**src/rtl/pwm_generator_pkg.sv**
```systemverilog
// Shared types and constants for the PWM generator.
package pwm_generator_pkg;

  localparam int unsigned WIDTH_DEFAULT = 8;

  typedef logic [WIDTH_DEFAULT-1:0] duty_t;

  localparam duty_t DUTY_ALL_ONES = '1;

endpackage

```
**src/rtl/pos_edge_flip_flop_async_reset.sv**
```systemverilog
// Generic rising-edge register with asynchronous active-low clear to zero.
module pos_edge_flip_flop_async_reset #(
  parameter int unsigned BITS = 1
) (
  input  logic            clk,
  input  logic            reset,
  input  logic [BITS-1:0] d,
  output logic [BITS-1:0] q
);

  always_ff @(posedge clk or negedge reset) begin
    if (!reset) begin
      q <= '0;
    end else begin
      q <= d;
    end
  end

endmodule

```
**src/rtl/pwm_generator.sv**
```systemverilog
// Free-running counter PWM with registered output and period-start strobe.
// Define PWM_GENERATOR_SHADOW_UPDATE_EN to latch duty only at period boundaries.
module pwm_generator
  import pwm_generator_pkg::*;
#(
  parameter int unsigned WIDTH = WIDTH_DEFAULT
) (
  input  logic             clk,
  input  logic             reset,
  input  logic [WIDTH-1:0] duty_cycle,
  output logic             pwm_out,
  output logic             period_start
);

  localparam logic [WIDTH-1:0] CntMax = '1;

  logic [WIDTH-1:0] cnt_q;
  logic [WIDTH-1:0] cnt_d;
  logic [WIDTH-1:0] duty_act;
  logic             pwm_d;
  logic             period_start_d;

  assign cnt_d = cnt_q + WIDTH'(1'b1);

  pos_edge_flip_flop_async_reset #(
    .BITS (WIDTH)
  ) u_cnt_reg (
    .clk   (clk),
    .reset (reset),
    .d     (cnt_d),
    .q     (cnt_q)
  );

`ifdef PWM_GENERATOR_SHADOW_UPDATE_EN
  logic [WIDTH-1:0] duty_sh_q;
  logic [WIDTH-1:0] duty_sh_d;

  // Reload on the last count so the new duty governs the whole next period.
  assign duty_sh_d = (cnt_q == CntMax) ? duty_cycle : duty_sh_q;

  pos_edge_flip_flop_async_reset #(
    .BITS (WIDTH)
  ) u_duty_sh_reg (
    .clk   (clk),
    .reset (reset),
    .d     (duty_sh_d),
    .q     (duty_sh_q)
  );

  assign duty_act = duty_sh_q;
`else
  assign duty_act = duty_cycle;
`endif

  // All-ones duty would otherwise leave one low cycle per period.
  assign pwm_d          = (duty_act == CntMax) || (cnt_q < duty_act);
  assign period_start_d = (cnt_q == '0);

  pos_edge_flip_flop_async_reset #(
    .BITS (1)
  ) u_pwm_reg (
    .clk   (clk),
    .reset (reset),
    .d     (pwm_d),
    .q     (pwm_out)
  );

  pos_edge_flip_flop_async_reset #(
    .BITS (1)
  ) u_period_start_reg (
    .clk   (clk),
    .reset (reset),
    .d     (period_start_d),
    .q     (period_start)
  );

endmodule

```
**config.mk**
```make
export PLATFORM = sky130hd
export DESIGN_NAME = pwm_generator
export DESIGN_NICKNAME = d
export VERILOG_FILES = /design/src/rtl/pwm_generator_pkg.sv /design/src/rtl/pos_edge_flip_flop_async_reset.sv /design/src/rtl/pwm_generator.sv
export SDC_FILE = /design/constraint.sdc
export NUM_CORES = 1
export LEC_CHECK = 0
export CAP_MARGIN = 15
export CORE_UTILIZATION = 43
export DETAILED_ROUTE_END_ITERATION = 10
export PLACE_DENSITY = 0.73
export SLEW_MARGIN = 20
export SYNTH_ARGS = -nofsm -noshare
export SYNTH_HDL_FRONTEND = slang
export SYNTH_SLANG_ARGS = --single-unit
```
**constraint.sdc**
```tcl
create_clock -name clk -period 1.2 [get_ports clk]
set_clock_uncertainty 0.1 [all_clocks]
set_input_delay 0.3 -clock clk [delete_from_list [all_inputs] [get_ports clk]]
set_output_delay 0.3 -clock clk [all_outputs]
set_load 0.02 [all_outputs]
```
==> results <==
-- registers in the layout (all words and copies together) (netlist names) --
register              flops
u_cnt_reg.q               8
u_period_start_reg.q      1
u_pwm_reg.q               1
-- power groups by stage --
stage / clock network [mW] / logic [mW] / registers (mW)
finish: 0.326 / 0.0838 / 0.339
global route: 0.331 / 0.0928 / 0.339
CTS: 0.318 / 0.0789 / 0.339
detailed placement: 0 / 0.0749 / 0.345
global placement: 0 / 0.0734 / 0.345
floorplan: 0 / 0.0205 / 0.348
-- worst paths after layout --
| kind | slack [ns] | startpoint | endpoint | depth (start not counted) |
|---|---|---|---|---|
| max | -0.23 | u_cnt_reg.q[1] | u_period_start_reg.q | 4 |
| min | 0.20 | reset | u_pwm_reg.q | 2 |
| max reg2reg | -0.23 | u_cnt_reg.q[1] | u_period_start_reg.q | 4 |
| min reg2reg | 0.49 | u_cnt_reg.q[7] | u_period_start_reg.q | 2 |
| max in group asynchronous | 0.65 | reset | u_cnt_reg.q[3] | 2 |
| min in group clk | 0.47 | duty_cycle[2] | u_pwm_reg.q | 4 |
-- stage by stage --
| step | std cells | instance area, sq um | setup TNS [ns] | power (mW) |
|---|---|---|---|---|
| global route | 101 | 983 | -1.39 | 0.763 |
| CTS | 100 | 953 | -0.850 | 0.735 |
| floorplan | 56 | 584 | -0.280 | 0.368 |
| global placement | 94 | 810 | -1.37 | 0.419 |
| detailed placement | 94 | 810 | -1.50 | 0.420 |
| finish | 101 | 983 | -1.09 | 0.749 |
-- kinds of logic (layout without fill, tap and decap cells) --
logic type / after synthesis / after routing
compound gates: 6 / 6
xor+xnor: 6 / 6
fa+ha+maj: 9 / 9
buf+inv: 11 / 42
flops: 10 / 10
simple gates: 14 / 14
-- final cells by class --
cell class / instances / area (sq um)
tap: 14 / 17.5
multi-input combinational: 35 / 403
fill: 66 / 203
timing repair buffer: 27 / 234
inverter: 11 / 41.3
clock buffer: 4 / 36.3
sequential: 10 / 251
-- synth_stat cells --
cell type  number
dfrtp_1        10
nor4_2          1
o21ai_0         2
inv_1          11
nand4_1         3
xor2_1          2
a21oi_1         1
xnor2_1         4
a221oi_1        1
o22a_1          1
o41ai_1         1
nand3_1         3
and3_1          1
nand2_1         2
nor3_1          2
nor2b_1         1
ha_1            9
or4b_1          1
-- worst reg2reg max path: cells and delay by family, from the launching register on --
kind	cells	cell delay, ns
buffers and inverters	1	0.10
flip-flops	1	0.42
adder cells (fa/ha/maj)	1	0.12
AND/OR/NAND/NOR	2	0.59
-- per-layer routing --
metal  global-route usage  wire [um]
met2                0.417        717
met1                0.336        675
met4                0.155         40
met3               0.0694         66
met5                    0          0
-- timing repair --
| item | 4_1_cts | 5_1_grt |
|---|---|---|
| buffers inserted | 3 | 2 |
| pin swaps | 11 | 7 |
| resized for setup | 39 | 7 |
| setup endpoints to repair | 9 | 8 |
==> metrics.md <==
| Metric | Value |
|---|---|
| Drt drc | 0 |
| Critical path class | reg -> reg |
| # setup viols final | 7 |
| CP Capture Type | register |
| Clock share of power | 0.435 |
| Number of placement rows | 12 |
| Total track usage | 0.270 |
| Hold Path Class | in -> async |
| Wire per inst | between 10 and 15 um |
| Initial antenna violation count | 0 |
| First drt pass iteration count | 4 |
| Crit-path slowest cell | or4b_4 |
| Max FO, Critical Path | 3 |
| ANT cells | 0 |
| Post-synthesis xor/xnor area fraction | 0.0899 |
| GP Congestion | 0.766 |
| Fin crit share | 1.19 |
| Largest net degree at the start of global routing | 11 |
| Slew Viols, Final | 0 |
| Cell Pwr Density | approximately 760 nW/um^2 |
| Nets@finish | around 110 |
| Synthesized instance count | 56 |
| Final hold slack | around 0.20 ns |
| Most frequent cells in the layout | 12 x buf_4, 9 x dfrtp_1, 7 x inv_1 |
| CTS Buf Count | 3 |
| WP buf/inv | 1 |
| Vias post-DR | 532 |
| Die X | around 40 um |
| Largest family of logic cells by synthesized area | adder cells |
| Arr. time, crit path | 1.51 ns |
| Max_cap viols | 0 |
| Layout cells sized above 1 | 0.506 |
| Status | complete, but fails checks |
| Worst skew pair latency | about 0.28 ns |
| RSZ-0062 raised after global routing | yes |
| Post-route antenna net violation count | 0 |
| Slew @ Worst Pin | 0.218 ns |
| Worst Path Required | 1.28 ns |
| Crit path cell chain | inv_2 > ha_4 > or4b_4 > nor4_2 |
| Crit path max-delay family | simple AND/OR/NAND/NOR gates |
| Synth warn | 0 |
| Seq/Total Area, Yosys | 0.428 |
| Mux contribution to synthesized area | 0 |
| Die Area | 1510 sq um |
| Sw frac | 0.241 |
| Die Ht | slightly below 40 um |
| Syn avg cell area | 10.4 sq um |
| Max Root-Sink Buffers | 2 |
| Psw | around 0.18 mW |
| Max-slew headroom | 0.853 |
| Violated checks | setup timing |
| Root buffer cell | clkbuf_4 |
| Syn-to-layout area delta | 68.3% |
| Part of the power in registers | 0.453 |
| Initial Utilization | 0.493 |
| Int Pwr | 0.569 mW |
| Cell Area, Synth | just under 600 sq um |
| Fmax | about 0.7 GHz |
| HPWL after detailed placement | 962 um |
| Clock sinks | 10 |
| Share of Yosys cell area claimed by the top area cell type | 0.428 |
| Setup WS post-layout | -0.233 ns |
| Type of element launching the critical path | register |
| Max VDD drop | 1.06 mV |
| Clk slew on worst S/H paths | ~0.08 ns |
| CTS H-Tree Depth | 1 |
| Simple-Gate Fraction of Synth Area | 0.148 |
| Hold Vio Cnt, Final | 0 |
| Detailed Route WL | around 1.5 mm |
| Vias/cell | 5.27 |
| Hold_buf cts | 0 |
| Core area | about 1200 sq um |
| Seq cells post-synth | 10 |
| Yosys cell types | 18 |
| Leakage power | ~0.45 nW |
| Comb power frac | 0.112 |
| Post-synthesis adder-cell area fraction | 0.193 |
| CP max stage delay | between 0.4 and 0.5 ns |
| Ports | 12 |
| Global-route wire length before repair | about 2.5 mm |
| Syn_nets | 75 |
| Util after Layout | 0.829 |
| Post-synth top area cell | dfrtp_1 |
| Setup Slack @ Placement | -0.684 ns |
| CTS tree | done |
| Most common cell after layout, fill and taps aside | buf_4 |
| DRT iter0 DRCs | 13 |
| Port bufs | 11 |
| Synth Area in Compound Gates | 0.0707 |
| Congestion Overflow GR | 0 |
| Number of global-route vias before repair | 533 |
| Ranking of synthesized cells by area | dfrtp_1 43%, ha_1 19%, inv_1 7.1%, xnor2_1 6.0%, nand4_1 3.2% |
| Period minus WS final | 1.43 ns |
No activity file was read; power rests on OpenSTA's default activity.
==> RTL edit 1, RTL diff (same flow settings) <==
Change the package constant `WIDTH_DEFAULT` from 8 to 10.
--- a/src/rtl/pwm_generator_pkg.sv
+++ b/src/rtl/pwm_generator_pkg.sv
@@ -1,7 +1,7 @@
 // Shared types and constants for the PWM generator.
 package pwm_generator_pkg;
 
-  localparam int unsigned WIDTH_DEFAULT = 8;
+  localparam int unsigned WIDTH_DEFAULT = 10;
 
   typedef logic [WIDTH_DEFAULT-1:0] duty_t;
 
Ports: changed (resized duty_cycle); port bits go from 12 to 14. No check against the original RTL was run, so the function may have changed too.
==> RTL edit 1 against the original RTL <==
- the run ends with design-rule violations, negative setup slack left
- synthesized area increased by 26%
- power decreased by 0.37%
- worst setup slack got worse by 31 ps
- cell area increased by 28%
- sequential cell count increased by 2
- routed wire length increased by 24%
- combinational power increased by 26%
- fmax decreased by 2.1%
- via count increased by 26%
- sequential power increased by 19%
- critical endpoint is now u_pwm_reg.q
==> RTL edit 1: results (changes against the original RTL) <==
----------------------------------------------------
[Outcome]
  Result of the run ... finished with violations
  Violations in the final reports ... design-rule violations, negative setup slack

[Logic synthesis]
  Synthesized netlist net count ... 98 (+31%)
  Complex-gate fraction of the synthesized area ... 7.12% (+0.052 points)
  Count of cell types in the netlist ... 20 (+2)
  Post-synthesis sequential area ratio ... 40.7% (-2.1 points)
  Most instantiated cells after synthesis ... sky130_fd_sc_hd__inv_1, sky130_fd_sc_hd__dfrtp_1, sky130_fd_sc_hd__ha_1, sky130_fd_sc_hd__nand4_1, sky130_fd_sc_hd__xnor2_1

[Drt]
  Routed wire per std cell ... 14.9 um (+0.62%)
  Routed vias/inst ... 5.40 (+2.6%)
  Post-route DRC violation count ... 4 (+4)
  Number of DRC markers in iteration 0 ... 9 (-4)
  Count of TritonRoute iterations in the first routing pass ... 7 (+3)

[Global routing]
  Maximum number of pins on one net before global-route repair ... 13 (+2)

[Placed design]
  Placed wire-length estimate ... 1170 um (+22%)
  DP Cell Count ... 117 (+24%)
  Buffers on Ports ... 13 (+2)

[Critical path]
  Capturing point of the worst reg2reg path ... u_pwm_reg.q
  Slowest Stage Delay on Critical Path ... 420 ps (-20 ps)

[Power and ir drop]
  VDD IR-drop max ... 0.715 mV (-33%)

[Timing]
  Worst Setup Slack, final ... -264 ps (-30.7 ps)
  Measured slew at the worst slew-check pin ... 252 ps (+34.5 ps)
  Final setup violation count ... 6 (-1)

[Cells and area]
  Leading registers by flop count ... u_cnt_reg.q x10, u_period_start_reg.q x1, u_pwm_reg.q x1
  Number of filler cells placed in the layout ... 83 (+26%)
  Ratio of cells with drive above 1 in the final layout ... 46.3% (-4.3 points)

----------------------------------------------------
## RTL edit 1: timing repair
action | in CTS | in global routing
buffers inserted | 5 | 1
cloned | 0 | 0
pin swaps | 21 | 9
gates resized for setup | 43 | 17
setup endpoints to repair | 7 | 11
## RTL edit 1: cell type report
class | instances | area (um2) | share of cell area (%)
tap | 16 | 20.0 | 1.59
timing repair buffer | 30 | 284 | 22.5
multi-input combinational | 50 | 584 | 46.3
inverter | 13 | 48.8 | 3.87
clock buffer | 3 | 22.5 | 1.78
sequential | 12 | 303 | 24.0
## RTL edit 1: logic make-up (layout without fill, tap and decap cells)
| kind of cell | after synthesis | in the layout |
|---|---|---|
| and+or+nand+nor | 22 | 22 |
| buffers and inverters | 13 | 46 |
| DFF | 12 | 12 |
| adders and majority gates | 11 | 11 |
| AOI/OAI and AO/OA | 9 | 9 |
| xor gates and xnor gates | 8 | 8 |
## RTL edit 1: layer usage
| layer | track usage [%] | vias up | share of wire (%) |
|---|---|---|---|
| li1 | - | 326 | - |
| met4 | 6.88 | 0 | 1.3 |
| met1 | 24.7 | 325 | 42 |
| met2 | 38.8 | 15 | 53 |
| met5 | 0 | - | 0 |
| met3 | 7.08 | 4 | 3.7 |
## RTL edit 1: where the power goes
group	leakage, uW	switching (uW)	internal [uW]	total [uW]
sequential	0.000146	0.321	405	405
combinational	0.000402	46.7	59.3	106
clock	0.0000138	119	116	235
total	0.000562	166	580	746
## RTL edit 1: per-stage QoR
step / utilization [%] / setup WS, ps / hold slack [ps] / area (um2) / power [uW]
floorplan: - / -168 / -95.6 / 751 / 441
global placement: 64.0 / -640 / 425 / 998 / 500
detailed placement: 64.0 / -655 / 427 / 998 / 503
CTS: 75.8 / -228 / 224 / 1180 / 750
global route: 81.0 / -376 / 225 / 1260 / 796
finish: 81.0 / -264 / 230 / 1260 / 746
## RTL edit 1: worst reg2reg max path: cells and delay by family, from the launching register on
family,cells,cell delay (ps)
compound gates,4,600
fa+ha+maj,1,230
flops,1,420
## RTL edit 1: worst min-delay path by stage
stage | depth (start not counted) | endpoint | start
6_report | 2 | u_cnt_reg.q[7] | reset
5_1_grt | 2 | u_cnt_reg.q[9] | reset
4_1_cts | 2 | u_cnt_reg.q[9] | reset
3_5_place_dp | 1 | u_cnt_reg.q[0] | u_cnt_reg.q[0]
3_3_place_gp | 1 | u_cnt_reg.q[0] | u_cnt_reg.q[0]
2_1_floorplan | 0 | u_cnt_reg.q[0] | reset
==> RTL edit 2, RTL diff (config.mk and constraints unchanged) <==
Made on the original files. Register the output `pwm_out`, without a reset; this adds one clock of latency there. The other outputs are not delayed to match.
--- a/src/rtl/pwm_generator.sv
+++ b/src/rtl/pwm_generator.sv
@@ -13,6 +13,8 @@
 );
 
   localparam logic [WIDTH-1:0] CntMax = '1;
+
+  logic pwm_c;
 
   logic [WIDTH-1:0] cnt_q;
   logic [WIDTH-1:0] cnt_d;
@@ -62,7 +64,7 @@
     .clk   (clk),
     .reset (reset),
     .d     (pwm_d),
-    .q     (pwm_out)
+    .q     (pwm_c)
   );
 
   pos_edge_flip_flop_async_reset #(
@@ -74,5 +76,9 @@
     .q     (period_start)
   );
 
+  always_ff @(posedge clk) begin
+      pwm_out <= pwm_c;
+  end
+
 endmodule
 
Check against the original RTL: not equivalent (Yosys sat finds a counterexample within 4 cycles, from zero or initial values and one cycle with reset low).
==> RTL edit 2 against the original RTL <==
- the flow still finishes with violations (negative setup slack)
- core utilization fell by 6.7 points
- non-clock buffer count unchanged
- routed wire length fell by 4.9%
- synthesized area grew 3.4%
- global-route usage shrank 3.4 points
- power decreased by 4.7%
- final cell count rose by 2.0%
- worst setup slack better by 2.3 ps
- sequential cell count grew 1
- clock power fell by 21%
- cell area up 0.89%
- critical endpoint unchanged
==> RTL edit 2: results (changes against the original RTL) <==
----------------------------------------------------
[Placed design]
  Dpl cell area ... 823 um2 (+1.7%)
  Placed wire-length estimate ... 948 um (-1.4%)
  DP Cell Count ... 95 (+1.1%)
  Final estimated routing congestion in global placement ... 0.762 (-0.59%)

[Logic synthesis]
  Count of cell types in the netlist ... 19 (+1)
  Cells after Synth ... 57 (+1.8%)
  Cells taking the most area after synthesis ... sky130_fd_sc_hd__dfrtp_1, sky130_fd_sc_hd__ha_1, sky130_fd_sc_hd__inv_1
  Adder-cell share of the synthesized area ... 18.6% (-0.64 points)
  Share of async-settable or async-resettable flops after synthesis ... 90.9% (-9.1 points)
  Post-synthesis sequential area ratio ... 44.7% (+1.9 points)
  Complex-gate fraction of the synthesized area ... 6.83% (-0.23 points)
  Netlist Area Pre-Place ... 604 um2 (+3.4%)
  Synthesized netlist net count ... 76 (+1.3%)

[Critical path]
  Slowest Stage Delay on Critical Path ... 510 ps (+70 ps)
  Startpoint of the worst register-to-register path ... u_cnt_reg.q[3]
  Reg2reg path depth ... 3 (-1)

[Power and ir drop]
  Combinational fraction of design power ... 11.8% (+0.6 points)
  Net Sw Power ... 167 uW (-7.2%)
  Portion of total power attributed to sequential cells ... 52.4% (+7.1 points)
  Switching part of the total ... 23.4% (-0.64 points)
  Leakage power summed over all cells ... 0.000448 uW (-0.45%)

[Drt]
  Number of DRC markers in iteration 0 ... 2 (-11)
  Routed vias/inst ... 5.05 (-4.2%)
  Via count ... 520 (-2.3%)
  Count of TritonRoute iterations in the first routing pass ... 2 (-2)
  Routed wire per std cell ... 13.9 um (-6.7%)

[Cells and area]
  Number of filler cells placed in the layout ... 98 (+48%)
  Ratio of cells with drive above 1 in the final layout ... 50.0% (-0.57 points)
  Clock network area share ... 2.65% (-1.0 points)
  Growth of design area from synthesis to finish ... 64.2%
  Non-clock buffering overhead in the final layout ... 22.4% (-1.3 points)
  Share of cell area taken by multi-input logic gates ... 41.5% (+0.52 points)
  NumNets Final ... 108 (+0.93%)

[Global routing]
  Vias in the first global route ... 510 (-4.3%)
  Wire length of the first global-routing pass ... 2220 um (-10%)

[Outcome]
  Result of the run ... finished with violations
  Violations in the final reports ... negative setup slack

[Timing]
  Worst Setup Slack, final ... -231 ps (+2.27 ps)
  Final setup violation count ... 6 (-1)

----------------------------------------------------
## RTL edit 2: cell count changes in the layout (fill, tap and decap cells not counted), sizes merged
cell   delta
dfxtp     +1
## RTL edit 2: stage by stage
| step | setup TNS, ps | utilization (%) | setup WS, ps | hold WS [ps] |
|---|---|---|---|---|
| after global routing | -1040 | 76.3 | -244 | 224 |
| after floorplan | -280 | - | -148 | -95.6 |
| after global placement | -1200 | 63.3 | -617 | 232 |
| final | -736 | 76.3 | -231 | 215 |
| after CTS | -666 | 71.9 | -242 | 212 |
| after detailed placement | -1360 | 63.3 | -680 | 234 |
## RTL edit 2: per-layer routing
metal  track usage [%]  part of all wire (%)  up-vias
li1                  -                     -      262
met1              24.8                    38      248
met2              41.0                    58        6
met3              8.52                   3.1        4
met4              10.3                   1.3        0
met5                 0                     0        -
## RTL edit 2: what timing repair did
action	CTS	global route
resized for setup	35	7
endpoints found under the setup margin	9	8
cloned	0	0
buffers inserted	1	3
pin swaps	12	5
